`config.mk`:
```
export PLATFORM = sky130hd
export DESIGN_NAME = muldiv_sequencer_flat
export DESIGN_NICKNAME = d
export VERILOG_FILES = /design/src/rtl/muldiv_if.sv /design/src/rtl/muldiv_sequencer.sv /design/src/flat_wrapper.sv
export SDC_FILE = /design/constraint.sdc
export NUM_CORES = 1
export LEC_CHECK = 0
export ABC_AREA = 1
export CAP_MARGIN = 20
export CORE_MARGIN = 2
export CORE_UTILIZATION = 53
export DETAILED_ROUTE_END_ITERATION = 10
export GPL_TIMING_DRIVEN = 0
export PLACE_DENSITY = 0.8
export SETUP_SLACK_MARGIN = 0.05
export SLEW_MARGIN = 20
export SYNTH_ARGS = -nofsm -noshare
export SYNTH_HDL_FRONTEND = slang
export SYNTH_SLANG_ARGS = --single-unit
```
`constraint.sdc`:
```
create_clock -name clock -period 3.8 [get_ports clock]
set_input_delay 0.76 -clock clock [delete_from_list [all_inputs] [get_ports clock]]
set_output_delay 0.76 -clock clock [all_outputs]
set_load 0.05 [all_outputs]
```
`src/rtl/muldiv_if.sv`:
```
// Handshake bundle between the main control FSM / MULT-DIV units and the
// muldiv_sequencer.
//   master : request side (main FSM) plus the units' completion flags
//   slave  : the sequencer itself
// Signals:
//   req, req_div                 request and op type (0=MULT, 1=DIV)
//   mult_fim, div_fim, div_zero  unit completion / divide-by-zero flags
//   mult_start, div_start        unit start pulses
//   hi_sel, lo_sel               HI/LO mux selects (0=mult, 1=div)
//   hi_write, lo_write           HI/LO write enables
//   busy, done, dz_exc, timeout  status back to the main FSM
interface muldiv_if;
    logic req;
    logic req_div;
    logic mult_fim;
    logic div_fim;
    logic div_zero;
    logic mult_start;
    logic div_start;
    logic hi_sel;
    logic lo_sel;
    logic hi_write;
    logic lo_write;
    logic busy;
    logic done;
    logic dz_exc;
    logic timeout;

    modport master (
        output req, req_div, mult_fim, div_fim, div_zero,
        input  mult_start, div_start, hi_sel, lo_sel, hi_write, lo_write,
               busy, done, dz_exc, timeout
    );

    modport slave (
        input  req, req_div, mult_fim, div_fim, div_zero,
        output mult_start, div_start, hi_sel, lo_sel, hi_write, lo_write,
               busy, done, dz_exc, timeout
    );
endinterface

```
`src/rtl/muldiv_sequencer.sv`:
```
// Sequences the shared multiplier/divisor pair for the multicycle CPU.
// Accepts one MULT/DIV request from the main FSM, pulses the matching start
// line, waits for that unit's completion flag, then writes HI/LO and reports
// done, or reports divide-by-zero without writing.
// Ports:
//   clock  system clock, rising edge
//   reset  synchronous, active-high
//   bus    muldiv_if.slave (request, unit flags, start/select/write/status)
// Optional feature: define MULDIV_TIMEOUT_EN to add a WAIT-state watchdog
// that pulses timeout and returns to IDLE after TIMEOUT_CYCLES WAIT cycles.
// Without it timeout is tied low and WAIT holds indefinitely.
// Every output is a flop loaded from the next-state decode, so there is no
// combinational path from any input to any output.
module muldiv_sequencer #(
    parameter int unsigned START_CYCLES   = 1,
    parameter int unsigned TIMEOUT_CYCLES = 64,
    parameter int unsigned CNT_W          = 7
) (
    input logic     clock,
    input logic     reset,
    muldiv_if.slave bus
);

    localparam logic [2:0] IDLE  = 3'd0;
    localparam logic [2:0] START = 3'd1;
    localparam logic [2:0] WAIT  = 3'd2;
    localparam logic [2:0] WRITE = 3'd3;
    localparam logic [2:0] DONE  = 3'd4;
    localparam logic [2:0] EXC   = 3'd5;

    // Counter never needs to exceed the larger of the two phase lengths.
    localparam int unsigned CntMax =
        (START_CYCLES > TIMEOUT_CYCLES) ? START_CYCLES : TIMEOUT_CYCLES;
    localparam logic [CNT_W-1:0] cntLimit  = CNT_W'(CntMax - 1);
    localparam logic [CNT_W-1:0] startLast = CNT_W'(START_CYCLES - 1);
`ifdef MULDIV_TIMEOUT_EN
    localparam logic [CNT_W-1:0] timeoutLast = CNT_W'(TIMEOUT_CYCLES - 1);
`endif

    logic [2:0]       state;
    logic [2:0]       nextState;
    logic [CNT_W-1:0] cnt;
    logic [CNT_W-1:0] nextCnt;
    logic [CNT_W-1:0] incCnt;
    logic             opDiv;
    logic             nextOpDiv;
    logic             selFim;

    logic multStartQ;
    logic divStartQ;
    logic selQ;
    logic writeQ;
    logic busyQ;
    logic doneQ;
    logic dzExcQ;
`ifdef MULDIV_TIMEOUT_EN
    logic nextTimeout;
    logic timeoutQ;
`endif

    // Next-state, counter and op-type decode.
    always_comb begin
        nextState = state;
        nextCnt   = cnt;
        nextOpDiv = opDiv;
`ifdef MULDIV_TIMEOUT_EN
        nextTimeout = 1'b0;
`endif
        incCnt = (cnt == cntLimit) ? cnt : cnt + CNT_W'(1);
        // Only the unit that was started may complete the op.
        selFim = opDiv ? bus.div_fim : bus.mult_fim;

        case (state)
            IDLE: begin
                if (bus.req) begin
                    nextState = START;
                    nextOpDiv = bus.req_div;
                    nextCnt   = '0;
                end
            end
            START: begin
                if (cnt == startLast) begin
                    nextState = WAIT;
                    nextCnt   = '0;
                end else begin
                    nextCnt = incCnt;
                end
            end
            WAIT: begin
                // Divide-by-zero outranks a simultaneous div_fim.
                if (opDiv && bus.div_zero) begin
                    nextState = EXC;
                end else if (selFim) begin
                    nextState = WRITE;
                end
`ifdef MULDIV_TIMEOUT_EN
                // Completion in the final watchdog cycle still wins.
                else if (cnt == timeoutLast) begin
                    nextState   = IDLE;
                    nextTimeout = 1'b1;
                end else begin
                    nextCnt = incCnt;
                end
`endif
            end
            WRITE:   nextState = DONE;
            DONE:    nextState = IDLE;
            EXC:     nextState = IDLE;
            default: nextState = IDLE;
        endcase
    end

    // State, counter and registered outputs.
    always_ff @(posedge clock) begin
        if (reset) begin
            state      <= IDLE;
            cnt        <= '0;
            opDiv      <= 1'b0;
            multStartQ <= 1'b0;
            divStartQ  <= 1'b0;
            selQ       <= 1'b0;
            writeQ     <= 1'b0;
            busyQ      <= 1'b0;
            doneQ      <= 1'b0;
            dzExcQ     <= 1'b0;
`ifdef MULDIV_TIMEOUT_EN
            timeoutQ   <= 1'b0;
`endif
        end else begin
            state      <= nextState;
            cnt        <= nextCnt;
            opDiv      <= nextOpDiv;
            multStartQ <= (nextState == START) && !nextOpDiv;
            divStartQ  <= (nextState == START) && nextOpDiv;
            selQ       <= (nextState != IDLE) && nextOpDiv;
            writeQ     <= (nextState == WRITE);
            busyQ      <= (nextState != IDLE);
            doneQ      <= (nextState == DONE);
            dzExcQ     <= (nextState == EXC);
`ifdef MULDIV_TIMEOUT_EN
            timeoutQ   <= nextTimeout;
`endif
        end
    end

    assign bus.mult_start = multStartQ;
    assign bus.div_start  = divStartQ;
    assign bus.hi_sel     = selQ;
    assign bus.lo_sel     = selQ;
    assign bus.hi_write   = writeQ;
    assign bus.lo_write   = writeQ;
    assign bus.busy       = busyQ;
    assign bus.done       = doneQ;
    assign bus.dz_exc     = dzExcQ;
`ifdef MULDIV_TIMEOUT_EN
    assign bus.timeout    = timeoutQ;
`else
    assign bus.timeout    = 1'b0;
`endif

endmodule

```
`src/flat_wrapper.sv`:
```
// flat-port wrapper written by rule: the top's interface ports become plain ports
module muldiv_sequencer_flat 
#(
    parameter int unsigned START_CYCLES   = 1,
    parameter int unsigned TIMEOUT_CYCLES = 64,
    parameter int unsigned CNT_W          = 7
)
  (clock, reset, bus_req, bus_req_div, bus_mult_fim, bus_div_fim, bus_div_zero, bus_mult_start, bus_div_start, bus_hi_sel, bus_lo_sel, bus_hi_write, bus_lo_write, bus_busy, bus_done, bus_dz_exc, bus_timeout);
  muldiv_if bus_i ();
  input logic clock;
  input logic reset;
  input wire logic [$bits(bus_i.req)-1:0] bus_req;
  input wire logic [$bits(bus_i.req_div)-1:0] bus_req_div;
  input wire logic [$bits(bus_i.mult_fim)-1:0] bus_mult_fim;
  input wire logic [$bits(bus_i.div_fim)-1:0] bus_div_fim;
  input wire logic [$bits(bus_i.div_zero)-1:0] bus_div_zero;
  output wire logic [$bits(bus_i.mult_start)-1:0] bus_mult_start;
  output wire logic [$bits(bus_i.div_start)-1:0] bus_div_start;
  output wire logic [$bits(bus_i.hi_sel)-1:0] bus_hi_sel;
  output wire logic [$bits(bus_i.lo_sel)-1:0] bus_lo_sel;
  output wire logic [$bits(bus_i.hi_write)-1:0] bus_hi_write;
  output wire logic [$bits(bus_i.lo_write)-1:0] bus_lo_write;
  output wire logic [$bits(bus_i.busy)-1:0] bus_busy;
  output wire logic [$bits(bus_i.done)-1:0] bus_done;
  output wire logic [$bits(bus_i.dz_exc)-1:0] bus_dz_exc;
  output wire logic [$bits(bus_i.timeout)-1:0] bus_timeout;
  assign bus_i.req = bus_req;
  assign bus_i.req_div = bus_req_div;
  assign bus_i.mult_fim = bus_mult_fim;
  assign bus_i.div_fim = bus_div_fim;
  assign bus_i.div_zero = bus_div_zero;
  assign bus_mult_start = bus_i.mult_start;
  assign bus_div_start = bus_i.div_start;
  assign bus_hi_sel = bus_i.hi_sel;
  assign bus_lo_sel = bus_i.lo_sel;
  assign bus_hi_write = bus_i.hi_write;
  assign bus_lo_write = bus_i.lo_write;
  assign bus_busy = bus_i.busy;
  assign bus_done = bus_i.done;
  assign bus_dz_exc = bus_i.dz_exc;
  assign bus_timeout = bus_i.timeout;
  muldiv_sequencer #(.START_CYCLES(START_CYCLES), .TIMEOUT_CYCLES(TIMEOUT_CYCLES), .CNT_W(CNT_W)) u_core (.clock(clock), .reset(reset), .bus(bus_i));
endmodule
```
==> results.ini <==
[synth]
ys.warnings.count = 0
post-synth-top-area-cell = dfxtp_1
ys_seq_area_share_pct = 39.7
ys_seq_elements = 18
netlist_instances = 128
synth_area_leaders = dfxtp_1 40%, nand2_1 11%, inv_1 8.7%
synth_top_area_share_pct = 39.7
avgSynthCellArea_sq_um = 7.09
syn_area_sq_um = 907
netlist-cell-type-count = 23
syn-num-nets = 137

[setup_path]
critical_path_class = reg2out
cp-end-kind = output pin
critPathLaunchType = flop
crit_required_ps = 3040
ff2ff_path_depth = 9
endpoint = bus_lo_sel
reg2reg_to = u_core.cnt[5]
rr_startpoint = u_core.cnt[0]
path_max_fanout = 2
rrSetupSlack_ps = 2360
critPathLaunch = u_core.bus.hi_sel
arrival_ps = 1530

[cts]
clk_pin_slew_ps = 100
htree_levels = 1
clock_path_buffers = 2
hold_buffers = 0
clock-sinks = 18
post_cts_resized = 0
cts_tree = done
post_cts_buffers = 0
cts_made_buffers = 3
worstSkewPairLatency_ps = 300
root_buffer = clkbuf_4

[grt]
grt_overflow = 0
grtUsageTotal_pct = 19.4
grtUsageMet3_pct = 4.76
grt.busiest_layer = met2
grt_pass1_vias = 730
antenna_found_initial = 0
grt_pass1_wl_mm = 2.84
gr-usage-met2_pct = 29.7
grt_max_degree = 11
use_met1_pct = 25.0

[power]
power_uw = 491
p_comb_share_pct = 31.6
switching_share_pct = 35.5
pwr-share-clk_pct = 24.5
p_leak_uw = 0.000530
internal-power_uw = 317
ir_worst_vdd_v = 0.000342
p_switching_uw = 174
power.density_nw_per_um2 = 441
p_seq_share_pct = 43.8

[route]
viasPerCell = 5.02
wl_per_cell_um = 10.5
vias = 819
finalWirelength_mm = 1.71
drt_pass1_iterations = 4
ant_nets = 0
drt_iter0_drc = 9
drc = 0

[place]
dpl_worst_slack_ps = 1730
placedInstanceArea_sq_um = 1080
routabilityCongestion = 0.820
dp_hpwl_mm = 1.35
port_buffers = 15

[timing]
hold_viol = 0
rsz0062_at_grt = false
final.period_utilization_pct = 60.3
max_freq_mhz = 437
setup_viol = 0
finalSetupTns_ps = 0
layout_setup_ws_ps = 1510
period_needed_ps = 2290
finClkSkew_ps = 3.71
slew_violations = 0

[finish]
multi_input_area_sq_um = 434
fillers = 137
regArea_sq_um = 360
num_antenna_cells = 0
fin_area_sq_um = 1110
fin_util_pct = 71.4
drive_above_1_share_pct = 15.0
nNetsFinal = 157
syn_to_final_growth_pct = 22.8

[floorplanning]
rows = 14
pin_count = 17
die_y_um = 45.4
dieArea_sq_um = 2060
core_area_sq_um = 1560
die_w_um = 45.4
start_util_pct = 58.2

[flow_run]
drv_cap = 0

[hold_path]
min_path_type = reg2reg

[outcome]
status = finished, final reports clean

==> registers in the layout, indices dropped and copies added (netlist names) <==
name and count:
u_core.bus.busy 1, u_core.bus.div_start 1, u_core.bus.done 1, u_core.bus.dz_exc 1, u_core.bus.hi_sel 1, u_core.bus.hi_write 1
u_core.bus.mult_start 1, u_core.cnt 7, u_core.opDiv 1, u_core.state 3
==> stage by stage <==
| stage | hold slack (ps) | instances |
|---|---|---|
| 6_report | 479 | 163 |
| 5_1_grt | 521 | 163 |
| 4_1_cts | 484 | 163 |
| 3_5_place_dp | 469 | 159 |
| 3_3_place_gp | 458 | 159 |
| 2_1_floorplan | 448 | 128 |
==> cell usage in the layout (no fill, tap or decap), types with 2 or more instances in the layout <==
cell / instances
nand3b_1: 2
a21oi_1: 3
nor2_1: 20
nand3_2: 5
nand2_1: 27
nor3_1: 2
buf_4: 3
clkbuf_4: 3
nand2_2: 2
o21ai_0: 4
inv_1: 21
nand4_1: 3
clkdlybuf4s50_1: 15
nand3_1: 7
ha_1: 2
dfxtp_1: 18
==> synthesized netlist by cell type <==
master,number
nand2_2,2
conb_1,1
nand2_1,27
nand3_2,5
o21ai_0,4
dfxtp_1,18
nand3_1,7
inv_4,1
nand3b_1,2
inv_1,21
nor2_2,1
nor2_1,20
nor3_1,2
buf_4,3
o21ai_2,1
nand4_1,3
nor2_4,1
ha_1,2
a21oi_1,3
nand2_4,1
a21oi_2,1
buf_2,1
or2_2,1
==> final cells by class <==
class                      count  area share (%)
multi-input combinational     84            39.0
sequential                    18            32.4
timing repair buffer          15            13.5
inverter                      22            7.64
clock buffer                   4            3.26
buffer                         4            2.47
tap                           16            1.80
==> worst max-delay path, stage by stage (launching register included) <==
cell and delay, ps:
dfxtp_1 350, buf_4 100, clkdlybuf4s50_1 790
==> how the worst min path moves through the flow <==
stage	startpoint	end	cells past startpoint
after floorplan	u_core.cnt[6]	u_core.cnt[6]	2
after global placement	u_core.cnt[6]	u_core.cnt[6]	2
after detailed placement	u_core.cnt[6]	u_core.cnt[6]	2
after CTS	u_core.cnt[6]	u_core.cnt[6]	2
after global routing	u_core.cnt[6]	u_core.cnt[6]	2
final	u_core.cnt[6]	u_core.cnt[6]	2
==> per-layer routing <==
layer / up-vias / share of wire (%) / wire [um]
met3: 4 / 3.7 / 64
met1: 365 / 49 / 831
met2: 19 / 45 / 771
met5: - / 0 / 0
met4: 0 / 2.4 / 41
li1: 431 / - / -
==> kinds of logic (layout without fill, tap and decap cells) <==
group	count (synthesis)	after routing	share of synthesized area, %
DFF	18	18	39.7
adders and majority gates	2	2	2.76
AOI/OAI and AO/OA	9	9	5.79
other	1	1	0.413
and+or+nand+nor	72	72	38.9
buffers and inverters	26	45	12.4
==> power groups by stage <==
stage / sequential, uW / clock (uW) / combinational (uW)
final: 215 / 120 / 155
after floorplan: 247 / 0 / 85.6
after global routing: 218 / 130 / 168
after global placement: 219 / 0 / 153
after detailed placement: 220 / 0 / 156
after CTS: 215 / 123 / 156
Power figures use the tool's default switching activity.
